===== src/rtl/muldiv_unit.sv =====
// Iterative RV32M multiply/divide unit: 32 shift-add or restoring-divide
// steps, then one-cycle done strobe with result and rd for the RF write port.
//
// Ports:
//   clk, rst            clock, async active-high reset
//   start, kill         request new op (when idle/done), abort in-flight op
//   funct3              M-extension opcode (MUL..REMU)
//   rs1_data, rs2_data  operands; rd_in destination index
//   busy                high while iterating
//   done                one-cycle write strobe
//   result, rd_out      write data / address, held until next done
module muldiv_unit (
  input  logic        clk,
  input  logic        rst,
  input  logic        start,
  input  logic        kill,
  input  logic [2:0]  funct3,
  input  logic [31:0] rs1_data,
  input  logic [31:0] rs2_data,
  input  logic [4:0]  rd_in,
  output logic        busy,
  output logic        done,
  output logic [31:0] result,
  output logic [4:0]  rd_out
);

  typedef enum logic [1:0] {IDLE, RUN, FINISH} state_t;

  state_t      state_q;
  logic [4:0]  cnt_q;
  logic [2:0]  fn_q;
  logic [31:0] a_q, b_q, rs1_q;
  logic [63:0] acc_q;
  logic        neg_q, rneg_q, divz_q, ovf_q;
  logic [4:0]  rdp_q;
  logic        busy_q, done_q;
  logic [31:0] result_q;
  logic [4:0]  rd_q;

  // Operand decode at acceptance
  logic        sa, sb;
  logic [31:0] mag_a, mag_b;

  always_comb begin
    if (funct3[2]) begin
      sa = ~funct3[0];
      sb = ~funct3[0];
    end else begin
      sa = (funct3 != 3'b011);
      sb = ~funct3[1];
    end
    mag_a = (sa & rs1_data[31]) ? -rs1_data : rs1_data;
    mag_b = (sb & rs2_data[31]) ? -rs2_data : rs2_data;
  end

  // One iteration step
  logic [32:0] sum, trial, diff;
  logic        ge;
  logic [63:0] acc_d;

  always_comb begin
    sum   = {1'b0, acc_q[63:32]} + (acc_q[0] ? {1'b0, a_q} : 33'd0);
    trial = acc_q[63:31];
    diff  = trial - {1'b0, b_q};
    ge    = ~diff[32];
    if (fn_q[2])
      acc_d = {(ge ? diff[31:0] : trial[31:0]), acc_q[30:0], ge};
    else
      acc_d = {sum, acc_q[31:1]};
  end

  // Sign fix-up and RISC-V special cases on the final step's value
  logic [63:0] prod;
  logic [31:0] quo, rem, res_d;

  always_comb begin
    prod = neg_q ? -acc_d : acc_d;
    quo  = neg_q ? -acc_d[31:0] : acc_d[31:0];
    rem  = rneg_q ? -acc_d[63:32] : acc_d[63:32];
    case (fn_q)
      3'b000: res_d = prod[31:0];
      3'b001,
      3'b010,
      3'b011: res_d = prod[63:32];
      3'b100,
      3'b101: begin
        if (divz_q)
          res_d = 32'hFFFF_FFFF;
        else if (ovf_q & ~fn_q[0])
          res_d = 32'h8000_0000;
        else
          res_d = quo;
      end
      default: begin
        if (divz_q)
          res_d = rs1_q;
        else if (ovf_q & ~fn_q[0])
          res_d = 32'h0;
        else
          res_d = rem;
      end
    endcase
  end

  always_ff @(posedge clk or posedge rst) begin
    if (rst) begin
      state_q  <= IDLE;
      cnt_q    <= 5'd0;
      fn_q     <= 3'd0;
      a_q      <= 32'd0;
      b_q      <= 32'd0;
      rs1_q    <= 32'd0;
      acc_q    <= 64'd0;
      neg_q    <= 1'b0;
      rneg_q   <= 1'b0;
      divz_q   <= 1'b0;
      ovf_q    <= 1'b0;
      rdp_q    <= 5'd0;
      busy_q   <= 1'b0;
      done_q   <= 1'b0;
      result_q <= 32'd0;
      rd_q     <= 5'd0;
    end else begin
      done_q <= 1'b0;
      if (kill) begin
        state_q <= IDLE;
        busy_q  <= 1'b0;
      end else begin
        case (state_q)
          RUN: begin
            acc_q <= acc_d;
            cnt_q <= cnt_q + 5'd1;
            if (cnt_q == 5'd31) begin
              state_q  <= FINISH;
              busy_q   <= 1'b0;
              done_q   <= 1'b1;
              result_q <= res_d;
              rd_q     <= rdp_q;
            end
          end
          default: begin
            if (start) begin
              state_q <= RUN;
              busy_q  <= 1'b1;
              cnt_q   <= 5'd0;
              fn_q    <= funct3;
              a_q     <= mag_a;
              b_q     <= mag_b;
              rs1_q   <= rs1_data;
              rdp_q   <= rd_in;
              // multiply walks the multiplier, divide shifts the dividend
              acc_q   <= {32'd0, funct3[2] ? mag_a : mag_b};
              neg_q   <= (sa & rs1_data[31]) ^ (sb & rs2_data[31]);
              rneg_q  <= sa & rs1_data[31];
              divz_q  <= (rs2_data == 32'd0);
              ovf_q   <= (rs1_data == 32'h8000_0000) &&
                         (rs2_data == 32'hFFFF_FFFF);
            end else begin
              state_q <= IDLE;
            end
          end
        endcase
      end
    end
  end

  assign busy   = busy_q;
  assign done   = done_q;
  assign result = result_q;
  assign rd_out = rd_q;

endmodule


===== config.mk =====
export PLATFORM = sky130hd
export DESIGN_NAME = muldiv_unit
export DESIGN_NICKNAME = d
export VERILOG_FILES = /design/src/rtl/muldiv_unit.sv
export SDC_FILE = /design/constraint.sdc
export NUM_CORES = 1
export LEC_CHECK = 0
export BUFFER_PORTS_ARGS = -buffer_cell sky130_fd_sc_hd__buf_2
export CORE_UTILIZATION = 40
export DETAILED_ROUTE_END_ITERATION = 10
export GPL_ROUTABILITY_DRIVEN = 1
export GPL_TIMING_DRIVEN = 0
export PLACE_DENSITY_LB_ADDON = 0.25
export SKIP_LAST_GASP = 1
export SYNTH_ARGS = -nofsm -noshare
export SYNTH_HDL_FRONTEND = slang
export SYNTH_SLANG_ARGS = --single-unit

===== constraint.sdc =====
create_clock -name clk -period 18.19 [get_ports clk]
set_clock_uncertainty 0.15 [all_clocks]
set_input_delay 0.9095 -clock clk [delete_from_list [all_inputs] [get_ports clk]]
set_output_delay 0.9095 -clock clk [all_outputs]
set_load 0.005 [all_outputs]

======== Word level (Yosys, flattened, before mapping) ========
Cells that the tools add are included.
storage, ports and cells
  flip-flop bits (word level) ............. 218
  latch bits .............................. 0
  memory bits (writable) .................. 0
  bits in read-only memories .............. 0
  memories ................................ 0
cells by class
  add/subtract/negate cells ............... 8
  $mul .................................... 0
  divide/modulo/power cells ............... 0
  $lt $le $gt $ge ......................... 0
  equal/unequal tests ..................... 11
  shifts and indexed selects .............. 0
  multiplexer cells ....................... 31
  bitwise logic cells ..................... 10
  reductions and logical operators ........ 11
operators by type and width
  kind                    number
  $mux W32                11
  $mux W64                4
  $neg A32 Y32            4
  $pmux W32 S3            1
  $eq A32 B32 Y1 const B  2
  $neg A64 Y64            1
  $add A32 B32 Y33        1
  $sub A33 B32 Y33        1
  $logic_not A32 Y1       1
  $mux W1                 10
  $mux W5                 2
  $eq A3 B2 Y1 const B    2
  $eq A3 B3 Y1 const B    2
  $mux W2                 3
  $not A1 Y1              6
  $reduce_and A3 Y1       2
  $add A5 B1 Y5 const B   1
  $eq A5 B5 Y1 const B    1
  $reduce_and A2 Y1       2
  $and A1 B1 Y1           3
  $eq A3 B1 Y1 const B    1
  $logic_not A3 Y1        1
  $ne A3 B2 Y1 const B    1
  $ne A3 B3 Y1 const B    1
  7 further kinds         7

======== Depth between registers and ports, before layout ========
  depth in word-level cells ............... 8
  mapped depth ............................ 24
  depth with buffers taken out ............ 22

======== Worst setup path before layout ========
Ideal clock, no wire load.
  kind .................................... reg2reg
  from .................................... register acc_q[31]
  to ...................................... register result_q[28] (netlist: result[28])
  data arrival time ....................... 4,760 ps
  path slack .............................. 13,151 ps
  cell stages (with the launch flop) ...... 24
  clock period less this slack ............ 5,039 ps
  cell sequence ........................... dfrtp_1 -> inv_1 -> ha_1 -> fa_1 -> nand2b_1 -> a21oi_1 -> o31a_2 -> o21ai_1 -> o211ai_4 -> buf_2 -> clkbuf_1 -> o21ai_0 -> a21oi_1 -> ha_1 -> inv_1 -> nor2_1 -> nand4_1 -> a211oi_2 -> nand3_1 -> nand3b_2 -> o31ai_1 -> xnor2_1 -> a221oi_1 -> nor3_1
on the way
  longest elaborated chain between the ends .. 8
RTL lines
  what                                           line    text
  start: declaration                             33      logic [63:0] acc_q;
  start signal: assignment                       152     acc_q <= {32'd0, funct3[2] ? mag_a : mag_b};
  $sub A33 B32 Y33                               64      diff = trial - {1'b0, b_q};
  $mux W32 / $not A1 Y1 (equally long branches)  67, 65
  $mux W64 *                                     66      if (fn_q[2])
  $neg A32 Y32, on equally long branches         79, 78
  $mux W32, on equally long branches             79, 78
  $mux W32, on equally long branches             97, 89
  $mux W32, on equally long branches             95, 87
  $pmux W32 S3 *                                 80      case (fn_q)
  end signal: assignment                         137     result_q <= res_d;
  end: declaration                               37      logic [31:0] result_q;
Every way passes the cells marked *; elsewhere a longest branch is shown, timed or not.
A chain may end at the register's enable or synchronous reset.

======== Final worst setup path ========
  from .................................... register fn_q[2]
  to ...................................... register result_q[18] (netlist: result[18])
on the way
  longest elaborated chain between the ends .. 6
RTL lines
  what                                    line    text
  start: declaration                      31      logic [2:0] fn_q;
  start signal: assignment                146     fn_q <= funct3;
  $mux W64                                66
  $neg A32 Y32, on equally long branches  79, 78
  $mux W32, on equally long branches      79, 78
  $mux W32, on equally long branches      97, 89
  $mux W32, on equally long branches      95, 87
  $pmux W32 S3 *                          80
Marked as above.

==> summary.txt <==
Floorplan
  – Die Outline Area: 46700 µm²
  – Placeable core region: 45300 µm²
  – Number of placement rows: 78
  – Initial core utilization: 0.405
  – Die width: 216 µm
  – Number of primary I/O pins: 115
  – Die Y-Extent: 216 µm

Clocking
  – Clock net sink count: 217
  – Clock insertion delay at the later pin of the skew report: 0.62 ns
  – Post-CTS Setup Inserts: 0
  – CTS H-tree depth: 1
  – Max clock buf depth: 3
  – Number of buffers created by CTS: 28
  – Hold-fix buffers at CTS: 0
  – Clock root cell: clkbuf_16
  – Clock-pin slew on the worst setup and hold paths: 0.06 ns
  – TritonCTS clock tree: done
  – Resize count post-CTS: 0

Cells and area
  – Commonest cells after routing, fill and taps aside: nand2_1, o21ai_0, dfrtp_1
  – Post-Layout Cell Count: 3145
  – Share of layout cells above drive strength 1: 0.0978
  – Area Overhead vs Synth: 13.1%
  – Most common cell after layout, fill and taps aside: nand2_1
  – Final net count: 2672
  – Antenna diodes: 0

Synth
  – Mean cell area of the mapped netlist: 7.71 µm²
  – Gate count after technology mapping: 2379
  – Mapped cell area: 18300 µm²
  – Yosys top cell by area: dfrtp_1
  – Count of state elements after synthesis: 217
  – Area share of the leading cell type in the synthesized netlist: 0.296
  – Synth unique cells: 99
  – Post-synthesis sequential area ratio: 0.296
  – Async set-reset flop share out of synthesis: 1.00
  – Number of nets in the synthesized netlist: 2527
  – Yosys synthesis warning count: 0
  – Number of enable-type register cells in the synthesized netlist: 0
  – Top cells by area in the synthesized netlist: dfrtp_1, nand2_1, o21ai_0
  – Dominant synthesized flop cell: dfrtp_1

Critical path
  – Largest fanout of any net on the critical path: 10
  – Worst EP arrival: 8.59 ns
  – Critical Path End Type: flop
  – Worst Reg-to-Reg Cells: 21
  – Cell with the largest stage delay on the worst path: clkbuf_1
  – Setup slack of the worst register-to-register path: 9.93 ns
  – Cell Chain, Critical Path: buf_2 > buf_2 > buf_2 > buf_2 > buf_2 > buf_2 > clkbuf_1 > clkbuf_1 > nor2_1 > a21oi_1 > ha_1 > inv_1 > nor2_1 > nand4_1 > a211oi_2 > nand3_1 > nand3b_2 > o21ai_1 > xor2_1 > o221ai_1 > a22o_1
  – Required time at the worst-slack endpoint: 18.52 ns
  – Path type of the worst setup path: flop to flop
  – Reg-to-reg critical path endpoint: result[18]
  – Cell type with the highest occurrence count on the critical path: buf_2
  – Critical Path Source Type: flop
  – Top delay family on crit path: buffers and inverters
  – Peak per-stage delay on the critical path: 0.96 ns
  – Count of buffering cells on the critical path with inverters included: 9
  – Launch instance of the worst register-to-register path: fn_q[2]

Detailed routing
  – DR vias: 19900
  – First-pass iteration count of the detailed router: 8
  – Wire length reported by the detailed router: 87900 µm
  – Drt via density: 6.31
  – Antenna violation net count after detailed routing: 0
  – Drt first-iter violations: 2341
  – DR WL/cell: 28.0 µm
  – # DRC: 0

Hold path
  – Kind of path behind the tightest hold check: primary input to asynchronous set/reset pin

STA
  – Final worst slack: 9.93 ns
  – Unrepaired setup endpoints after global routing: no
  – Worst hold slack: 0.304 ns
  – Setup Total Neg Slack: 0 ns
  – Normalized max-slew margin: 0.176
  – Setup-violating endpoint count in the final report: 0
  – Post-route clock period utilization: 0.454
  – Max frequency: 121 MHz
  – Actual transition at the worst max-transition pin: 1.24 ns
  – Hold Vio Cnt, Final: 0
  – Fin. max-slew vios: 0
  – Minimum clock period: 8.26 ns

GRT
  – Maximum number of pins on one net before global-route repair: 117
  – Number of global-route vias before repair: 18200
  – Most Used Layer, Global Route: met2
  – Met1 routing resource usage after global routing: 0.511
  – GR Util All Layers: 0.368
  – Overflow left after global routing: 0
  – Wire length of the first global-routing pass: 126000 µm
  – Met3 GRT Util: 0.0817
  – Global-route track usage on met2: 0.556
  – Initial antenna violation count: 5

Pwr
  – Worst ir drop on vdd: 0.0779 mV
  – PwrDens: 144 nW/µm²
  – Tot Pwr: 2.98 mW
  – Leakage: 9.03 nW

Place
  – Number of buffers added on ports: 114
  – Placer congestion estimate: 1.03
  – Pre-CTS setup slack: 10.29 ns
  – Number of instances in the placed design: 3094
  – Detail Placement HPWL: 70500 µm

Outcome
  – Outcome: completed

Job
  – Number of violations of the max-capacitance limit: 0
==> metrics by stage <==
step / util / cell area (µm²)
5_1_grt: 0.458 / 20800
4_1_cts: 0.458 / 20800
3_5_place_dp: 0.435 / 19700
3_3_place_gp: 0.434 / 19700
6_report: 0.458 / 20800
2_1_floorplan: - / 18300
==> where the power goes <==
group / switching [mW] / internal [mW]
logic: 1.15 / 0.534
clock network: 0.250 / 0.389
registers: 0.0947 / 0.561
total: 1.49 / 1.48
==> synth_stat cells (6+ instances only) <==
library cell and count:
o22ai_1 10, o21bai_1 15, o221ai_1 9, a22o_1 22, nor2b_1 10, nor2_1 156
nand3_1 31, a2111oi_0 11, nand4_1 30, clkbuf_1 96, and2_1 46, inv_1 73
o211ai_1 15, o22a_1 6, xnor2_1 98, o21ai_0 251, o41ai_1 8, or2_2 9
ha_1 70, nand2_1 440, nor4_1 15, o21a_1 19, xor2_1 82, a211oi_1 30
nor3b_1 6, and3_1 18, or3_1 28, buf_2 22, a21o_1 22, o31ai_1 33
nor3_1 59, mux2_2 6, a31oi_1 16, o21ai_1 17, buf_1 10, nand2b_1 28
mux2i_1 39, a221oi_1 43, dfrtp_1 217, a22oi_1 6, a21boi_0 8, a21oi_1 143
==> worst max-delay path by stage <==
stage / startpoint / to / cells past startpoint
6_report: fn_q[2] / result[18] / 21
5_1_grt: fn_q[2] / result[28] / 21
4_1_cts: fn_q[2] / result[18] / 21
3_5_place_dp: fn_q[2] / result[18] / 21
3_3_place_gp: rst / acc_q[48] / 2
2_1_floorplan: rst / a_q[0] / 1
==> layout make-up <==
| type | instances | area, µm² |
|---|---|---|
| tap | 600 | 751 |
| timing repair buffer | 115 | 598 |
| multi-input combinational | 1956 | 12100 |
| buffer | 132 | 549 |
| clock inverter | 15 | 263 |
| fill | 4665 | 24500 |
| sequential | 217 | 5430 |
| inverter | 74 | 285 |
| clock buffer | 36 | 781 |
==> logic make-up after synthesis <==
| kind of cell | after synthesis | share of synthesized area |
|---|---|---|
| AOI/OAI and AO/OA | 756 | 0.272 |
| xor gates and xnor gates | 180 | 0.0859 |
| adders and majority gates | 72 | 0.0499 |
| buffers and inverters | 206 | 0.0451 |
| DFF | 217 | 0.296 |
| muxes | 45 | 0.0250 |
| and+or+nand+nor | 903 | 0.226 |
==> registers in the layout (all words and copies together) (netlist names), 2 cells and up <==
register	flops
rs1_q	31
rd_out	5
cnt_q	5
fn_q	3
state_q	2
b_q	32
result	32
rdp_q	5
acc_q	64
a_q	32
==> per-layer routing <==
layer	part of all wire	wire, µm	up-vias
li1	-	-	8857
met1	0.43	38200	9748
met2	0.43	37700	1014
met3	0.092	8110	232
met4	0.045	3930	6
met5	0.00036	32	-
(Power assumes the default switching activity.)
